### src/rtl/turf_rate_monitor.sv
// turf_rate_monitor
// Multi-channel event-rate counter. Each channel counts single-cycle event
// pulses over a programmable gate interval. At the end of the interval the
// per-channel totals and overflow flags are latched together and announced
// with a one-cycle update pulse. Intervals run continuously or one at a time.
//
// Configuration macro:
//   TURF_RATE_MONITOR_SATURATE_EN  defined   -> accumulators saturate at all-ones
//                                  undefined -> accumulators wrap (default)
// The overflow flag behaves the same way in both builds.

module turf_rate_monitor #(
    parameter int NCH        = 4,
    parameter int CNT_WIDTH  = 32,
    parameter int GATE_WIDTH = 32
) (
    input  logic                      clk_i,
    input  logic                      rst_i,
    input  logic [NCH-1:0]            evt_i,
    input  logic [GATE_WIDTH-1:0]     gate_len_i,
    input  logic                      run_i,
    input  logic                      oneshot_i,
    output logic [NCH*CNT_WIDTH-1:0]  count_o,
    output logic [NCH-1:0]            ovf_o,
    output logic                      update_o,
    output logic                      valid_o,
    output logic                      busy_o
);

    localparam logic [1:0] ST_IDLE = 2'd0;
    localparam logic [1:0] ST_RUN  = 2'd1;
    localparam logic [1:0] ST_DONE = 2'd2;

    localparam logic [CNT_WIDTH-1:0] CNT_MAX = '1;

    logic [1:0]               state_q;
    logic [GATE_WIDTH-1:0]    gate_q;
    logic [NCH*CNT_WIDTH-1:0] acc_q;
    logic [NCH*CNT_WIDTH-1:0] acc_nxt;
    logic [NCH-1:0]           ovf_q;
    logic [NCH-1:0]           ovf_nxt;
    logic                     terminal;

    // The terminal cycle is the last cycle of the interval; its own events
    // still belong to the interval being latched.
    assign terminal = (gate_q == '0);
    assign busy_o   = (state_q == ST_RUN);

    // Per-channel accumulator and overflow flag after this cycle's events.
    always_comb begin
        // NOTE: every output gets a default first, so no path leaves a value
        // unassigned and no latch is inferred.
        acc_nxt = acc_q;
        ovf_nxt = ovf_q;
        for (int n = 0; n < NCH; n++) begin
            if (evt_i[n]) begin
                if (acc_q[n*CNT_WIDTH +: CNT_WIDTH] == CNT_MAX) begin
                    ovf_nxt[n] = 1'b1;
`ifdef TURF_RATE_MONITOR_SATURATE_EN
                    acc_nxt[n*CNT_WIDTH +: CNT_WIDTH] = CNT_MAX;
`else
                    acc_nxt[n*CNT_WIDTH +: CNT_WIDTH] = '0;
`endif
                end else begin
                    acc_nxt[n*CNT_WIDTH +: CNT_WIDTH] =
                        acc_q[n*CNT_WIDTH +: CNT_WIDTH] + CNT_WIDTH'(1);
                end
            end
        end
    end

    // Interval control, accumulation and result latching.
    always_ff @(posedge clk_i) begin
        // NOTE: all state is updated with non-blocking assignments so every
        // register samples the pre-edge values, independent of statement order.
        if (rst_i) begin
            state_q  <= ST_IDLE;
            gate_q   <= '0;
            acc_q    <= '0;
            ovf_q    <= '0;
            count_o  <= '0;
            ovf_o    <= '0;
            update_o <= 1'b0;
            valid_o  <= 1'b0;
        end else begin
            update_o <= 1'b0;
            case (state_q)
                ST_IDLE: begin
                    if (run_i) begin
                        state_q <= ST_RUN;
                        gate_q  <= gate_len_i;
                        acc_q   <= '0;
                        ovf_q   <= '0;
                    end
                end
                ST_RUN: begin
                    if (!run_i) begin
                        // Abort takes priority, even on the terminal cycle.
                        state_q <= ST_IDLE;
                        acc_q   <= '0;
                        ovf_q   <= '0;
                    end else if (terminal) begin
                        count_o  <= acc_nxt;
                        ovf_o    <= ovf_nxt;
                        update_o <= 1'b1;
                        valid_o  <= 1'b1;
                        acc_q    <= '0;
                        ovf_q    <= '0;
                        // Reload unconditionally: harmless in one-shot mode and
                        // gives continuous mode back-to-back intervals.
                        gate_q   <= gate_len_i;
                        if (oneshot_i) begin
                            state_q <= ST_DONE;
                        end
                    end else begin
                        gate_q <= gate_q - GATE_WIDTH'(1);
                        acc_q  <= acc_nxt;
                        ovf_q  <= ovf_nxt;
                    end
                end
                ST_DONE: begin
                    if (!run_i) begin
                        state_q <= ST_IDLE;
                    end
                end
                default: begin
                    state_q <= ST_IDLE;
                end
            endcase
        end
    end

endmodule

### config.mk
export PLATFORM = sky130hd
export DESIGN_NAME = turf_rate_monitor
export DESIGN_NICKNAME = d
export VERILOG_FILES = /design/src/rtl/turf_rate_monitor.sv
export SDC_FILE = /design/constraint.sdc
export NUM_CORES = 1
export LEC_CHECK = 0
export ABC_AREA = 1
export CORE_MARGIN = 1
export CORE_UTILIZATION = 40
export CTS_BUF_LIST = sky130_fd_sc_hd__clkbuf_8
export DETAILED_ROUTE_END_ITERATION = 10
export PLACE_DENSITY = 0.71
export SYNTH_ARGS = -nofsm -noshare
export SYNTH_HDL_FRONTEND = slang
export SYNTH_SLANG_ARGS = --single-unit
### constraint.sdc
create_clock -name clk_i -period 2.7 [get_ports clk_i]
set_input_delay 0.81 -clock clk_i [delete_from_list [all_inputs] [get_ports clk_i]]
set_output_delay 0.81 -clock clk_i [all_outputs]
set_load 0.02 [all_outputs]
# [After elaboration in Yosys (flattened, before gate mapping)]
# Index checks and enable logic that the tools add are counted.
[totals] regBits=300 input_bits=40 output_inout_bits=135
[op_classes] n_addsub=5 n_eq_ne=11 mux=35 bitwise_logic=2 n_reduce_logical=8
[ops] operator="128-bit two-way mux" count=3
[ops] operator="32-bit two-way mux" count=11
[ops] operator="128-bit case mux with 2 select lines" count=1
[ops] operator="32-bit by 1-bit adder with 32-bit output, second input constant" count=4
[ops] operator="32-bit == test, second input constant" count=4
[ops] operator="32-bit case mux with 2 select lines" count=1
[ops] operator="32-bit logical NOT" count=1
[ops] operator="32-bit by 1-bit subtractor with 32-bit output, second input constant" count=1
[ops] operator="4-bit two-way mux" count=3
[ops] operator="2-bit two-way mux" count=5
[ops] operator="1-bit two-way mux" count=9
[ops] operator="4-bit case mux with 2 select lines" count=1
[ops] operator="2-bit != test, second input constant" count=3
[ops] operator="2-bit case mux with 3 select lines" count=1
[ops] operator="3-bit AND reduction" count=2
[ops] operator="4-bit AND reduction" count=1
[ops] operator="3-bit by 2-bit != test with 1-bit output, second input constant" count=1
[ops] operator="3-bit != test, second input constant" count=1
[ops] operator="3-bit OR reduction" count=1
[ops] operator="2-bit by 1-bit == test with 1-bit output, second input constant" count=1
[ops] operator="2-bit == test, second input constant" count=1
[ops] operator="2-bit logical NOT" count=1
[ops] operator="1-bit NOT" count=2
[ops] operator="2-bit AND reduction" count=1
[ops] operator="2-bit nonzero test" count=1

# [Longest topological paths before layout]
[depth] ltp_word=6 mapped_depth=12

# [Worst setup path before layout]
# Ideal clock, no wire load.
[synth_path] kind="input-to-reg" start="in evt_i[3]" end="reg acc_q[103]" setup_ns=0.128 arrival_time_ns=2.056 path_slack_ns=0.516 stages=11 n_path_buf=2 cell_sequence="buf_2 nand3_1 inv_1 nand2_1 nor2_1 nand4_1 clkbuf_1 nand2_1 nor2_1 a21oi_1 nor2_1"
[synth_via] elab_chain_cells=4
[synth_rtl] element="start: declaration" line_no="19" source="input logic [NCH-1:0] evt_i,"
[synth_rtl] element="32-bit two-way mux" line_no="56" source="if (evt_i[n]) begin"
[synth_rtl] element="128-bit two-way mux" line_no="102" source="end else if (terminal) begin"
[synth_rtl] element="128-bit two-way mux" line_no="97" source="if (!run_i) begin"
[synth_rtl] element="128-bit case mux with 2 select lines" line_no="87" source="case (state_q)"
[synth_rtl] element="end signal: assignment" line_no="117" source="acc_q <= acc_nxt;"
[synth_rtl] element="end: declaration" line_no="38" source="logic [NCH*CNT_WIDTH-1:0] acc_q;"
# Every way passes these cells.
# A chain may end at the register's enable or synchronous reset.

# [Worst setup path after layout]
[layout_path] start="reg count_o[103]" end="out count_o[103]"
[layout_rtl] element="start: declaration" line_no="23" source="output logic [NCH*CNT_WIDTH-1:0] count_o,"
[layout_rtl] element="start signal: assignment" line_no="103" source="count_o <= acc_nxt;"
# No word-level cell between the ends.

==> impl_metrics.env <==
export IMPL_outcome="completed"
export IMPL_dr_total_vias=16840
export IMPL_max_stage_delay_ns=0.66
export IMPL_crit_arrival_ns=1.73
export IMPL_synth_edf_count=0
export IMPL_slew_viol_final=0
export IMPL_clockBufferDepth=3
export IMPL_tightest_slew_ns=0.6028
export IMPL_cts_buffers=53
export IMPL_grt_setup_unrepaired="false"
export IMPL_fin_skew_ns=0.02608
export IMPL_worst_slew_margin_rel_pct=59.72
export IMPL_dp_cells=3136
export IMPL_final_nets=2719
export IMPL_timing_rr_start="gate_q[10]"
export IMPL_die_area_um2=40700
export IMPL_path_cells="clkdlybuf4s50_1"
export IMPL_viasPerCell=5.218
export IMPL_ff2ff_setup_slack_ns=0.43
export IMPL_final_period_utilization_pct=93.98
export IMPL_wl_met3_mm=2.760
export IMPL_drt_iter0_markers=1123
export IMPL_grt_pass1_wl_mm=80.12
export IMPL_p_leak_nw=7.829
export IMPL_syn_cell_area_um2=15960
export IMPL_hold_depth=1
export IMPL_synth_async_reset_ratio_pct=0
export IMPL_tns_ns=0
export IMPL_reg2reg_depth=11
export IMPL_path_clk_slew_ns=0.06
export IMPL_period_minus_slack_ns=2.537
export IMPL_port_buffer_count=174
export IMPL_p_switching_w=0.002594
export IMPL_critPathLaunchType="flop"
export IMPL_track_usage_pct=23.80
export IMPL_swShare_pct=26.46
export IMPL_synth_seq_cells=300
export IMPL_met2_length_mm=21.90
export IMPL_hpwl_mm=34.85
export IMPL_yosys_warnings=0
export IMPL_yosysUniqueCellTypes=36
export IMPL_overflow=0
export IMPL_min_from="valid_o"
export IMPL_yosys_most_used_dff="dfxtp_1"
export IMPL_ys_seq_area_share_pct=37.63
export IMPL_max_freq_mhz=394.1
export IMPL_fp_coreArea_um2=39010
export IMPL_first_pass_iters=7
export IMPL_drv_cap=0
export IMPL_topRoutingLayerUsed="met4"
export IMPL_crit_type="reg2out"
export IMPL_p_comb_share_pct=8.9
export IMPL_pwr_share_clk_pct=44.8
export IMPL_critPathTopFamily="buffers and inverters"
export IMPL_totalWireLength_mm=48.21
export IMPL_worstHoldEndpoint="valid_o"
export IMPL_grt_max_degree=118
export IMPL_finalHoldViolations=0
export IMPL_endpoint_kind="output pin"
export IMPL_p_seq_share_pct=46.2
export IMPL_postRouteAntennaNets=0
export IMPL_area_delta_synth_final_pct=24.98
export IMPL_die_w_um=201.8
export IMPL_clock_sinks=300
export IMPL_dieHeight_um=201.8
export IMPL_wl_met1_mm=22.09
export IMPL_htree_num_levels=2
export IMPL_worstPathRequired_ns=1.89
export IMPL_initial_core_util_pct=40.92
export IMPL_p_int_w=0.007207
export IMPL_antenna_found_initial=0
export IMPL_syn_area_per_cell_um2=6.501
export IMPL_cts_tree="built"
export IMPL_irDropWorstVdd_mv=0.3573
export IMPL_hold_buffers=0
export IMPL_root_buffer="clkbuf_8"
export IMPL_post_drt_wl_per_cell_um=14.94
export IMPL_slowest_stage="clkdlybuf4s50_1"
export IMPL_hp_class="reg2reg"
export IMPL_final_cells=3227
export IMPL_r2r_end="state_q[0]"
export IMPL_first_global_vias=16010
export IMPL_diodes=0
export IMPL_drive_gt1_share_pct=8.859
export IMPL_syn_nets=2501
export IMPL_insertion_delay_ns=0.65
export IMPL_syn_inst=2455
export IMPL_final_setup_viol_count=0
export IMPL_ios=175
export IMPL_cp_num_buf_inv=1
export IMPL_drc=0
export IMPL_fp_row_count=72
export IMPL_gp_congestion=0.9495
export IMPL_powerDensity_nw_per_um2=491.4
export IMPL_path_max_fanout=2
per-stage QoR:
stage                     setup slack, ns  area, um2  utilization (%)  hold WS (ns)  total power (W)
after floorplan                    0.5163      15960                -        0.4549         0.005184
after global routing              0.09969      19950            51.14        0.5056          0.01022
after CTS                          0.1354      19950            51.14        0.4789         0.009902
after detailed placement         -0.02812      18850            48.33        0.4603         0.005496
after global placement           -0.06029      18850            48.33        0.4628         0.005486
final                              0.1625      19950            51.14        0.4794         0.009801
power groups by stage:
stage | Clock (W) | Sequential [W] | Combinational [W]
after global routing | 0.00471 | 0.00454 | 0.000974
after CTS | 0.00450 | 0.00453 | 0.000872
after floorplan | 0 | 0.00462 | 0.000568
after global placement | 0 | 0.00462 | 0.000861
final | 0.00439 | 0.00453 | 0.000873
after detailed placement | 0 | 0.00463 | 0.000870
what timing repair did:
action,CTS,global route
endpoints found under the hold margin,0,0
setup buffers,0,0
resized for setup,1,0
setup endpoints to repair,1,0
how the worst max path moves through the flow:
stage	slack (ns)	depth (start not counted)	endpoint	startpoint
final	0.16	1	count_o[103]	count_o[103]
after global routing	0.1	1	count_o[114]	count_o[114]
after global placement	-0.06	11	count_o[106]	run_i
after CTS	0.14	1	count_o[114]	count_o[114]
after floorplan	0.52	11	acc_q[103]	evt_i[3]
after detailed placement	-0.03	11	count_o[106]	run_i
sequential cells by signal (all words and copies together), names as in the netlist:
name and count:
acc_q 128, count_o 128, gate_q 32, ovf_o 4, ovf_q 4, state_q 2, update_o 1, valid_o 1
cell type report:
type,instances,area [um2]
fill,3886,19060
clock inverter,24,173.9
multi-input combinational,1814,8596
timing repair buffer,280,2759
inverter,224,842.1
clock buffer,67,922.1
tap,518,648.1
sequential,300,6006
cell families after synthesis:
logic type / after synthesis / synth area share [%]
AO/OA/AOI/OAI: 462 / 15.55
XOR/XNOR: 56 / 3.073
adder cells (fa/ha/maj): 6 / 0.4704
buffers and inverters: 341 / 8.576
flip-flops: 300 / 37.63
AND/OR/NAND/NOR: 1290 / 34.70
routing by layer:
| metal | track usage (%) | vias to the layer above |
|---|---|---|
| li1 | - | 8507 |
| met1 | 31.38 | 7736 |
| met2 | 38.90 | 488 |
| met3 | 4.114 | 107 |
| met4 | 8.550 | 0 |
| met5 | 0 | - |
cells in the final DEF, fill, tap and decap left out, types with 17 or more instances in the layout:
master and count:
a21oi_1 253, buf_12 18, buf_4 89, clkbuf_8 67, clkdlybuf4s50_1 172, dfxtp_1 300, inv_1 230, nand2_1 606
nand3_1 228, nand4_1 91, nor2_1 287, nor3_1 31, o21ai_0 141, o21bai_1 19, or2_2 17, xnor2_1 24
xor2_1 32
cells in the mapped netlist, types with 6 or more instances:
library cell	instances	area [um2]
nand2_1	606	2275
dfxtp_1	300	6006
nor2_1	289	1085
a21oi_1	253	1266
nand3_1	228	1141
inv_1	220	825.8
o21ai_0	141	705.7
nand4_1	91	569.3
clkbuf_1	63	236.5
buf_2	40	200.2
xor2_1	32	280.3
nor3_1	31	155.2
xnor2_1	24	210.2
o21bai_1	19	142.6
or2_2	17	106.4
a21o_1	11	82.58
a31oi_1	11	68.82
nor2_2	11	68.82
a21oi_2	10	87.58
o21a_1	8	60.06
buf_1	6	22.52
ha_1	6	75.07
o211ai_1	6	45.04
No activity file was read; power rests on OpenSTA's default activity.
